===== config.mk =====
export PLATFORM = sky130hd
export DESIGN_NAME = regfile_write_arbiter
export DESIGN_NICKNAME = d
export VERILOG_FILES = /design/src/rtl/regfile_write_arbiter.sv
export SDC_FILE = /design/constraint.sdc
export NUM_CORES = 1
export LEC_CHECK = 0
export BUFFER_PORTS_ARGS = -buffer_cell sky130_fd_sc_hd__buf_2
export CORE_MARGIN = 3
export CORE_UTILIZATION = 40
export CTS_BUF_LIST = sky130_fd_sc_hd__clkbuf_16
export CTS_CLUSTER_SIZE = 16
export DETAILED_ROUTE_END_ITERATION = 8
export GPL_ROUTABILITY_DRIVEN = 0
export GPL_TIMING_DRIVEN = 0
export PLACE_DENSITY = 0.77
export SYNTH_ARGS = -nofsm -noshare
export SYNTH_HDL_FRONTEND = slang
export SYNTH_SLANG_ARGS = --single-unit

===== constraint.sdc =====
create_clock -name clk -period 7.55 [get_ports clk]
set_clock_uncertainty 0.2 [all_clocks]
set_input_delay 1.51 -clock clk [delete_from_list [all_inputs] [get_ports clk]]
set_output_delay 1.51 -clock clk [all_outputs]
set_load 0.005 [all_outputs]

===== src/rtl/regfile_write_arbiter.sv =====
// Round-robin arbiter for the single register-file write port.
// Zero-fills the register file after reset and on clear_start, then grants requesters.
module regfile_write_arbiter #(
  parameter int WIDTH = 32,
  parameter int DEPTH = 32,
  parameter int AW    = 5,
  parameter int NREQ  = 4
) (
  input  logic                  clk,
  input  logic                  rst_n,
  input  logic [NREQ-1:0]       req_valid,
  input  logic [NREQ*AW-1:0]    req_addr,
  input  logic [NREQ*WIDTH-1:0] req_data,
  output logic [NREQ-1:0]       req_ready,
  input  logic                  clear_start,
  output logic                  init_done,
  output logic                  rf_wr_en,
  output logic [AW-1:0]         rf_wr_addr,
  output logic [WIDTH-1:0]      rf_wr_data
);

  localparam int PW = $clog2(NREQ);

  typedef enum logic {ST_CLEAR, ST_RUN} state_t;

  state_t          state, state_next;
  logic [AW-1:0]   clr_cnt;
  logic [PW-1:0]   rr_ptr;
  logic [NREQ-1:0] grant;
  logic [PW-1:0]   grant_idx;
  logic            grant_any;
  logic [AW-1:0]   sel_addr;
  logic [WIDTH-1:0] sel_data;
  logic            clr_last;

  assign clr_last  = (clr_cnt == AW'(DEPTH - 1));
  assign init_done = (state == ST_RUN);
  assign req_ready = grant;

  function automatic logic [PW-1:0] rr_index(input logic [PW-1:0] base, input int off);
    return PW'((int'(base) + off) % NREQ);
  endfunction

  // Scan from the farthest offset down so the requester closest to rr_ptr wins.
  always_comb begin
    // NOTE: every variable gets a default first so no path leaves it unassigned (no latch).
    grant     = '0;
    grant_idx = '0;
    grant_any = 1'b0;
    if (state == ST_RUN && !clear_start) begin
      for (int k = NREQ - 1; k >= 0; k--) begin
        if (req_valid[rr_index(rr_ptr, k)]) begin
          grant_idx = rr_index(rr_ptr, k);
          grant_any = 1'b1;
        end
      end
    end
    if (grant_any) grant[grant_idx] = 1'b1;
  end

  always_comb begin
    sel_addr = '0;
    sel_data = '0;
    for (int i = 0; i < NREQ; i++) begin
      if (grant_idx == PW'(i)) begin
        sel_addr = req_addr[i*AW +: AW];
        sel_data = req_data[i*WIDTH +: WIDTH];
      end
    end
  end

  always_comb begin
    state_next = state;
    case (state)
      ST_CLEAR: if (clr_last)    state_next = ST_RUN;
      ST_RUN:   if (clear_start) state_next = ST_CLEAR;
      default:                   state_next = ST_CLEAR;
    endcase
  end

  always_ff @(posedge clk or negedge rst_n) begin
    // NOTE: sequential state uses non-blocking assignments so all flops update together.
    if (!rst_n) state <= ST_CLEAR;
    else        state <= state_next;
  end

  always_ff @(posedge clk or negedge rst_n) begin
    if (!rst_n) begin
      clr_cnt    <= '0;
      rr_ptr     <= '0;
      rf_wr_en   <= 1'b0;
      rf_wr_addr <= '0;
      rf_wr_data <= '0;
    end else if (state == ST_CLEAR) begin
      rf_wr_en   <= 1'b1;
      rf_wr_addr <= clr_cnt;
      rf_wr_data <= '0;
      clr_cnt    <= clr_last ? '0 : clr_cnt + 1'b1;
    end else if (clear_start) begin
      clr_cnt  <= '0;
      rf_wr_en <= 1'b0;
    end else if (grant_any) begin
      rf_wr_en   <= 1'b1;
      rf_wr_addr <= sel_addr;
      rf_wr_data <= sel_data;
      rr_ptr     <= (grant_idx == PW'(NREQ - 1)) ? '0 : grant_idx + 1'b1;
    end else begin
      // Idle cycle: address and data hold their last values.
      rf_wr_en <= 1'b0;
    end
  end

endmodule


# Word-level counts from Yosys, hierarchy flattened
# Cells that the tools add are included.
# classes
addsub	5
n_reduce_logical	6
n_mux	45
n_lt_le_gt_ge	6
n_eq_ne	7
n_bitwise	2
# op_table
operator	count
two-way mux 32 bit	7
two-way mux 5 bit	10
less-than comparator 2 x 3 -> 1 bit (second input constant)	5
two-way mux 1 bit	15
two-way mux 2 bit	6
binary-select mux 1 bit (select 2 bit)	4
adder 5 x 1 -> 5 bit (second input constant)	1
== test 5 bit (second input constant)	1
adder 2 x 1 -> 2 bit (second input constant)	2
adder 2 bit (second input constant)	2
== test 2 bit (second input constant)	2
two-way mux 4 bit	1
!= test 2 bit (second input constant)	2
AND reduction 3 bit	1
demux 1 bit (select 2 bit)	1
== test 2 x 1 -> 1 bit (second input constant)	1
greater-or-equal comparator 2 x 1 -> 1 bit (second input constant)	1
logical AND 1 bit	2
logical NOT 2 bit	1
!= test 2 x 1 -> 1 bit (second input constant)	1
NOT 1 bit	2
case mux 1 bit (2 select lines)	1
AND reduction 2 bit	1
logical NOT 1 bit	1
# totals
wordCells	77
out_inout_bits	43
input_bits	155
register_bits	46

# Depth between registers and ports, before layout
# Gate-level depths: netlist of run 1.
# logic_depth
ltp_word	16
mapped_depth	11

# Worst setup path after synthesis of run 1
# OpenSTA, ideal clock, no wires.
# synth_timing
path_kind	in2out
start	input clear_start
end	output req_ready[1]
path_stages	6
t_required_ns	5.840
path_buffers	2
arrival_ns	3.023
setup_slack_ns	2.817
cell_sequence	nand2b_2 > nor4_1 > ha_1 > buf_2 > clkbuf_1 > and2_1
# synth_between
elab_chain_len	8
elab_cells_between_ends	10
classes_between	order compare (2); mux (5); reduce/logical (3)
# synth_lines
element	line	source
from (decl)	15	input logic clear_start,
logical NOT 1 bit (*)	50	if (state == ST_RUN && !clear_start) begin
logical AND 1 bit (*)	50	
two-way mux 2 bit	50	
less-than comparator 2 x 3 -> 1 bit (not written as such) or greater-or-equal comparator 2 x 1 -> 1 bit (tied branches)	58	if (grant_any) grant[grant_idx] = 1'b1;
logical AND 1 bit (not written as such)	58	
two-way mux 1 bit (not written as such)	58	
demux 1 bit (select 2 bit)	58	
two-way mux 4 bit (*)	58	
to (decl)	14	output logic [NREQ-1:0] req_ready,
# Mark *: on every way between the ends. The rest lies on a longest branch, timed or not.

# Worst setup path after layout of run 1
# Same ends and word-level chain as after synthesis.

==> impl_metrics.tcl, run 1 <==
set metrics [dict create \
    synth-edff-count 0 \
    numPortBuffers 197 \
    ys_seq_area_frac 0.390 \
    cts_tree "yes" \
    utilization 0.604 \
    ant_nets 0 \
    min_period_ns 5.40 \
    diodes 0 \
    clockPowerShare 0.299 \
    internal_power_uw 570 \
    overflow 0 \
    areaGrowthSynthToFinish_pct 43.1 \
    power_density_mw_per_mm2 197 \
    hold_viol_final 0 \
    synth.distinct_cells 43 \
    syn_area_mm2 0.00295 \
    dp_hpwl_mm 7.95 \
    cts_resized 0 \
    die-area_mm2 0.00844 \
    antenna_found_initial 0 \
    vias 3484 \
    grt_max_degree 47 \
    drt-vias-per-instance 5.29 \
    initial_utilization 0.422 \
    finalCritPeriodShare 0.715 \
    power_uw 831 \
    power_frac_comb 0.309 \
    arrival_ns 3.69 \
    crit_buf_inv 4 \
    power_switching_uw 260 \
    hold_buffers 0 \
    synth_nets 519 \
    worst_pin_slew_ns 1.05 \
    final_layout_size_suffix_gt1_frac 0.407 \
    crit_family "simple AND/OR/NAND/NOR gates" \
    synth_seq_cells 46 \
    io_pins 198 \
    core-area_mm2 0.00698 \
    min_path_type "reg2reg" \
    yosysTopAreaCellShare 0.390 \
    wire_per_inst_um 15.8 \
    ir_worst_vdd_v 0.0000914 \
    path_cells "buf_2 > nand2b_2 > nor4_1 > ha_1 > buf_2 > clkbuf_1 > and2_1 > buf_2" \
    cp_max_fo 10 \
    crit_top_cell "buf_2" \
    rsz0062_at_grt "no" \
    first_global_vias 3464 \
    slowest_delay_ns 0.62 \
    cts_setup_buffers 0 \
    crit_type "in2out" \
    postSynthCellCount 358 \
    placed_area_mm2 0.00405 \
    grtUsageTotal 0.251 \
    synthFlopType "dfrtp_1" \
    slowest_stage "nor4_1" \
    die_w_um 91.8 \
    rows 30 \
    cts_buffers 5 \
    synth.area.top_cells "dfrtp_1, o221ai_1, nand2_1, a211oi_1, o21ai_1" \
    slew_viol_final 0 \
    path_clk_slew_ns 0.06 \
    relSlewSlack 0.300 \
    end_kind "primary output" \
    die_h_um 91.8 \
    synth.avg_cell_area_um2 8.23 \
    fill_cells 686 \
    synth_commonest_cells "nand2_1, dfrtp_1, nor2_1" \
    status "finished, final reports clean" \
    setup_viol 0 \
    p_sw_frac 0.313 \
    cts_buffer_depth 2 \
    drtPass1Iterations 4 \
    layout_setup_ws_ns 2.15 \
    htree_levels 2 \
    max_freq_mhz 185 \
    max-cap-violations 0 \
    cts_sinks 46 \
    ys_warn_count 0 \
    p_seq_frac 0.392 \
    clk_latency_ns 0.29 \
    regArea_mm2 0.00115 \
    route.detailed.drc 0 \
    nets 723 \
    async_flop_share 1.00 \
    leakage_nw 2.20 \
    drt_wl_total_mm 10.4 \
    yosys.cell_count.top_type "nand2_1" \
    drt_iter0_markers 108 \
    fin_tns_setup_ns 0 \
    synth_top_area_cell "dfrtp_1" \
    start_kind "input pin" \
    grt_pass1_wl_mm 17.1 \
    cts_root_buffer "clkbuf_16" \
    post-route-cell-area_mm2 0.00422 \
    required_ns 5.84 \
    dp_slack_ns 2.16 \
    multi_input_area_mm2 0.00159 \
]
[registers in the layout, indices dropped and copies added, names as in the netlist]
signal and count:
rr_ptr 2, clr_cnt 5, rf_wr_data 32, rf_wr_en 1, rf_wr_addr 5, init_done 1
[cell usage in the layout, fill, tap and decap left out, drive strengths merged, types with 3 or more instances in the layout]
master  instances
a211oi         31
a21oi          12
a221oi          3
a22oi           3
and2            3
buf           212
clkbuf         22
dfrtp          46
ha              6
inv            10
nand2          73
nor2           39
nor2b           4
o21ai          38
o221ai         32
o22ai           5
[power by group through the flow]
stage          Combinational [mW]  Clock (mW)  Sequential (mW)
2_1_floorplan               0.147           0            0.326
3_3_place_gp                0.249           0            0.326
3_5_place_dp                0.257           0            0.329
4_1_cts                     0.257       0.253            0.325
5_1_grt                     0.289       0.266            0.332
6_report                    0.256       0.249            0.326
[cells by family after synthesis]
| kind of cell | count (synthesis) | share of synthesized area |
|---|---|---|
| AND/OR/NAND/NOR | 129 | 0.187 |
| buffers and inverters | 42 | 0.0713 |
| AO/OA/AOI/OAI | 131 | 0.312 |
| adder cells (fa/ha/maj) | 6 | 0.0255 |
| multiplexers | 2 | 0.00722 |
| XOR/XNOR | 2 | 0.00594 |
| flip-flops | 46 | 0.390 |
[layer usage]
metal  track usage  up-vias  share of wire
met4        0.0681        0          0.017
met1         0.328     1601           0.42
met2         0.428      153           0.50
li1              -     1715              -
met5             0        -              0
met3        0.0443       15          0.069
[worst reg2reg max path: stages, from the launching register on]
cell	delay [ns]
dfrtp_1	0.45
mux2i_1	0.22
nor2_1	0.05
nor4_1	0.62
inv_1	0.15
ha_1	0.28
or2_1	0.23
clkbuf_1	0.16
buf_2	0.23
a211oi_1	0.29
o21ai_1	0.09
[layout make-up]
type,count,area share
multi-input cells,270,0.376
plain buffers,32,0.0409
well taps,96,0.0285
clock buffers,5,0.0297
inverters,10,0.00890
clock inverters,3,0.00949
flip-flops and latches,46,0.273
repair buffers,197,0.234
[through the flow]
step,hold slack (ns),cells
finish,0.280,659
detailed placement,0.270,651
global placement,0.260,651
global route,0.311,659
CTS,0.284,659
floorplan,0.272,358
[worst paths after layout]
kind / start / to / slack [ns] / depth (start not counted)
hold / removal: rf_wr_data[18]$_DFFE_PN0P_ / rf_wr_data[18]$_DFFE_PN0P_ / 0.28 / 2
max in group asynchronous: rst_n / rf_wr_data[25]$_DFFE_PN0P_ / 5.29 / 1
setup / recovery: clear_start / req_ready[1] / 2.15 / 8
setup reg to reg: rr_ptr[1]$_DFFE_PN0P_ / rf_wr_data[30]$_DFFE_PN0P_ / 4.46 / 10
min in group asynchronous: rst_n / rf_wr_data[19]$_DFFE_PN0P_ / 1.21 / 1
hold reg to reg: rf_wr_data[18]$_DFFE_PN0P_ / rf_wr_data[18]$_DFFE_PN0P_ / 0.28 / 2
(Power assumes the default switching activity.)
==> inputs of run 2 (changes only) <==
ABC_AREA = 1   (was unset)
PLACE_DENSITY = 0.75   (was 0.77)
clock period = 4.7 ns   (was 7.55 ns; I/O delays follow)
==> run 2 against run 1 <==
Effect of this change:
- die area up 26%
- synthesized area up 28%
- clock power grew 62%
- global-route usage down 0.87 points
- hold slack improved by 0.028 ns
- final area is 20% higher
- sequential power increased by 62%
- combinational power rose to 3.1 times the previous value
- critical path type unchanged
- highest routed layer unchanged
==> impl_metrics.tcl, run 2 <==
set metrics [dict create \
    status "finished, final reports clean" \
    clk_latency_ns 0.29 \
    ys_warn_count 0 \
    overflow 0 \
    slowest_stage "clkbuf_1" \
    grt_pass1_wl_mm 20.2 \
    power_mw 1.73 \
    yosysTopAreaCellShare 0.306 \
    cts_buffer_depth 2 \
    syn_area_mm2 0.00377 \
    cp_max_fo 10 \
    diodes 0 \
    dr.max_layer_used "met4" \
    drt-met1-wl_mm 5.76 \
    io_pins 198 \
    wl_met3_um 952 \
    layout.cells.most_common "buf_2" \
    reg_top3 "rf_wr_data (32), clr_cnt (5), rf_wr_addr (5)" \
    layout_common_cells "buf_2, nand2_1, a21oi_1, nor2_1, dfrtp_1" \
    async_flop_share 1.00 \
    min_period_ns 4.46 \
    dp_hpwl_mm 10.6 \
    path_cells "buf_2 > inv_1 > nand2_1 > nand3_1 > nand2_2 > nor2_4 > nand2_4 > nand2_8 > nor2_1 > ha_1 > clkbuf_1 > clkinv_1 > clkbuf_1 > nor2_1 > buf_2" \
    route.detailed.drc 0 \
    cts_sinks 46 \
    synth-edff-count 0 \
    ant_nets 0 \
    rows 34 \
    required_ns 3.56 \
    largest_reg_flops 32 \
    cts_root_buffer "clkbuf_16" \
    route.met2.wl_mm 6.72 \
    first_global_vias 4224 \
    hold_buffers 0 \
    vias 4584 \
    leakage_nw 2.85 \
    synth.avg_cell_area_um2 6.91 \
    drt_wl_total_mm 13.5 \
    slowest_delay_ns 0.32 \
    areaGrowthSynthToFinish_pct 34.2 \
    yosys.cell_count.top_type "nand2_1" \
    synth_commonest_cells "nand2_1, a21oi_1, nor2_1" \
    postSynthCellCount 545 \
    path_clk_slew_ns 0.06 \
    max-cap-violations 0 \
    synth_top_area_cell "dfrtp_1" \
    relSlewSlack 0.287 \
    start_kind "input pin" \
    crit_buf_inv 6 \
    power_density_mw_per_mm2 341 \
    max_freq_mhz 224 \
    synth.area.top_cells "dfrtp_1, nand2_1, a21oi_1, nand3_2, o211ai_1" \
    worst_pin_slew_ns 1.07 \
    fin_tns_setup_ns 0 \
    synthFlopType "dfrtp_1" \
    hold_viol_final 0 \
    die_h_um 103 \
    fill_cells 900 \
    utilization 0.566 \
    synth.distinct_cells 29 \
    antenna_found_initial 0 \
    final_layout_size_suffix_gt1_frac 0.365 \
    cts_setup_buffers 0 \
    slew_viol_final 0 \
    drt_iter0_markers 186 \
    htree_levels 2 \
    crit_type "in2out" \
    min_path_type "reg2reg" \
    top_register "rf_wr_data" \
    wire_per_inst_um 15.8 \
    numPortBuffers 197 \
    crit_family "buffers and inverters" \
    arrival_ns 3.32 \
    grt_max_degree 47 \
    cts_tree "yes" \
    drtPass1Iterations 5 \
    finalCritPeriodShare 0.949 \
    grtUsageTotal 0.242 \
    synth_seq_cells 46 \
    rsz0062_at_grt "no" \
    die-area_mm2 0.0106 \
    drt-vias-per-instance 5.34 \
    core-area_mm2 0.00893 \
    ir_worst_vdd_v 0.000271 \
    end_kind "primary output" \
    cts_resized 0 \
    initial_utilization 0.422 \
    ys_seq_area_frac 0.306 \
    nets 910 \
    cts_buffers 5 \
    setup_viol 0 \
    die_w_um 103 \
    synth_nets 706 \
]
==> run 2: changes by cell type after synthesis, sizes merged, moves of 7 or more <==
cell    before  now
nand3        1   47
a21oi       12   71
nand2       73  169
inv         10   21
nand4        0   32
o21ai       38   14
buf         15   23
o221ai      32    0
clkbuf      17   24
a211oi      31    0
nor2        39   54
o211ai       1   32
==> run 2: kinds of logic after synthesis <==
group | after synthesis | share of synthesized area
flip-flops | 46 | 0.306
AO/OA/AOI/OAI | 119 | 0.180
buffers and inverters | 70 | 0.0943
XOR/XNOR | 1 | 0.00233
adder cells (fa/ha/maj) | 6 | 0.0199
AND/OR/NAND/NOR | 303 | 0.398
==> run 2: where the power goes <==
part	switching (mW)	internal, mW	leakage [nW]	total (mW)
registers	0.0581	0.470	0.614	0.528
clock network	0.154	0.249	0.0812	0.403
logic	0.494	0.301	2.16	0.795
==> run 2: routing by layer <==
layer,vias to the layer above,GRT usage
met5,-,0
met4,0,0.0438
met3,8,0.0318
met2,176,0.430
met1,2143,0.318
li1,2257,-
==> run 2: layout make-up <==
class / count / area, µm² / share of cell area
buffer: 47 / 262 / 0.0517
clock buffer: 5 / 125 / 0.0248
clock inverter: 3 / 41.3 / 0.00817
inverter: 23 / 93.8 / 0.0186
multi-input combinational: 429 / 2260 / 0.447
sequential: 46 / 1150 / 0.228
tap: 108 / 135 / 0.0267
timing repair buffer: 197 / 986 / 0.195
==> run 2: worst paths after layout <==
check / start / end / slack [ns] / depth (start not counted)
worst max-delay path: req_valid[3] / req_ready[3] / 0.24 / 15
worst min-delay path: rf_wr_data[5]$_DFFE_PN0P_ / rf_wr_data[5]$_DFFE_PN0P_ / 0.31 / 2
worst max register to register: init_done$_DFF_PN0_ / rf_wr_addr[3]$_DFFE_PN0P_ / 1.27 / 15
worst min register to register: rf_wr_data[5]$_DFFE_PN0P_ / rf_wr_data[5]$_DFFE_PN0P_ / 0.31 / 2
max in group asynchronous: rst_n / rf_wr_data[4]$_DFFE_PN0P_ / 2.98 / 1
min in group asynchronous: rst_n / rf_wr_data[28]$_DFFE_PN0P_ / 0.63 / 1
==> run 2: metrics by stage <==
stage / cells / instance area (µm²) / setup slack (ns) / hold slack (ns)
floorplan: 545 / 3770 / 1.03 / 0.301
global placement: 850 / 4890 / 0.264 / 0.293
detailed placement: 850 / 4890 / 0.229 / 0.297
CTS: 858 / 5050 / 0.216 / 0.313
global route: 858 / 5050 / 0.0454 / 0.335
finish: 858 / 5050 / 0.241 / 0.308
==> run 2: worst register-to-register path: stages (launching register included) <==
cell and delay [ns]:
dfrtp_1 0.38, buf_2 0.16, clkinv_1 0.28, nor2_4 0.30, nand2_8 0.13, nor2_1 0.23
ha_1 0.18, clkbuf_1 0.28, clkinv_1 0.31, clkbuf_1 0.32, nor2_1 0.16, nor2_1 0.06
nand2_1 0.07, o21ai_0 0.10, nand2_1 0.10, nand2_1 0.04
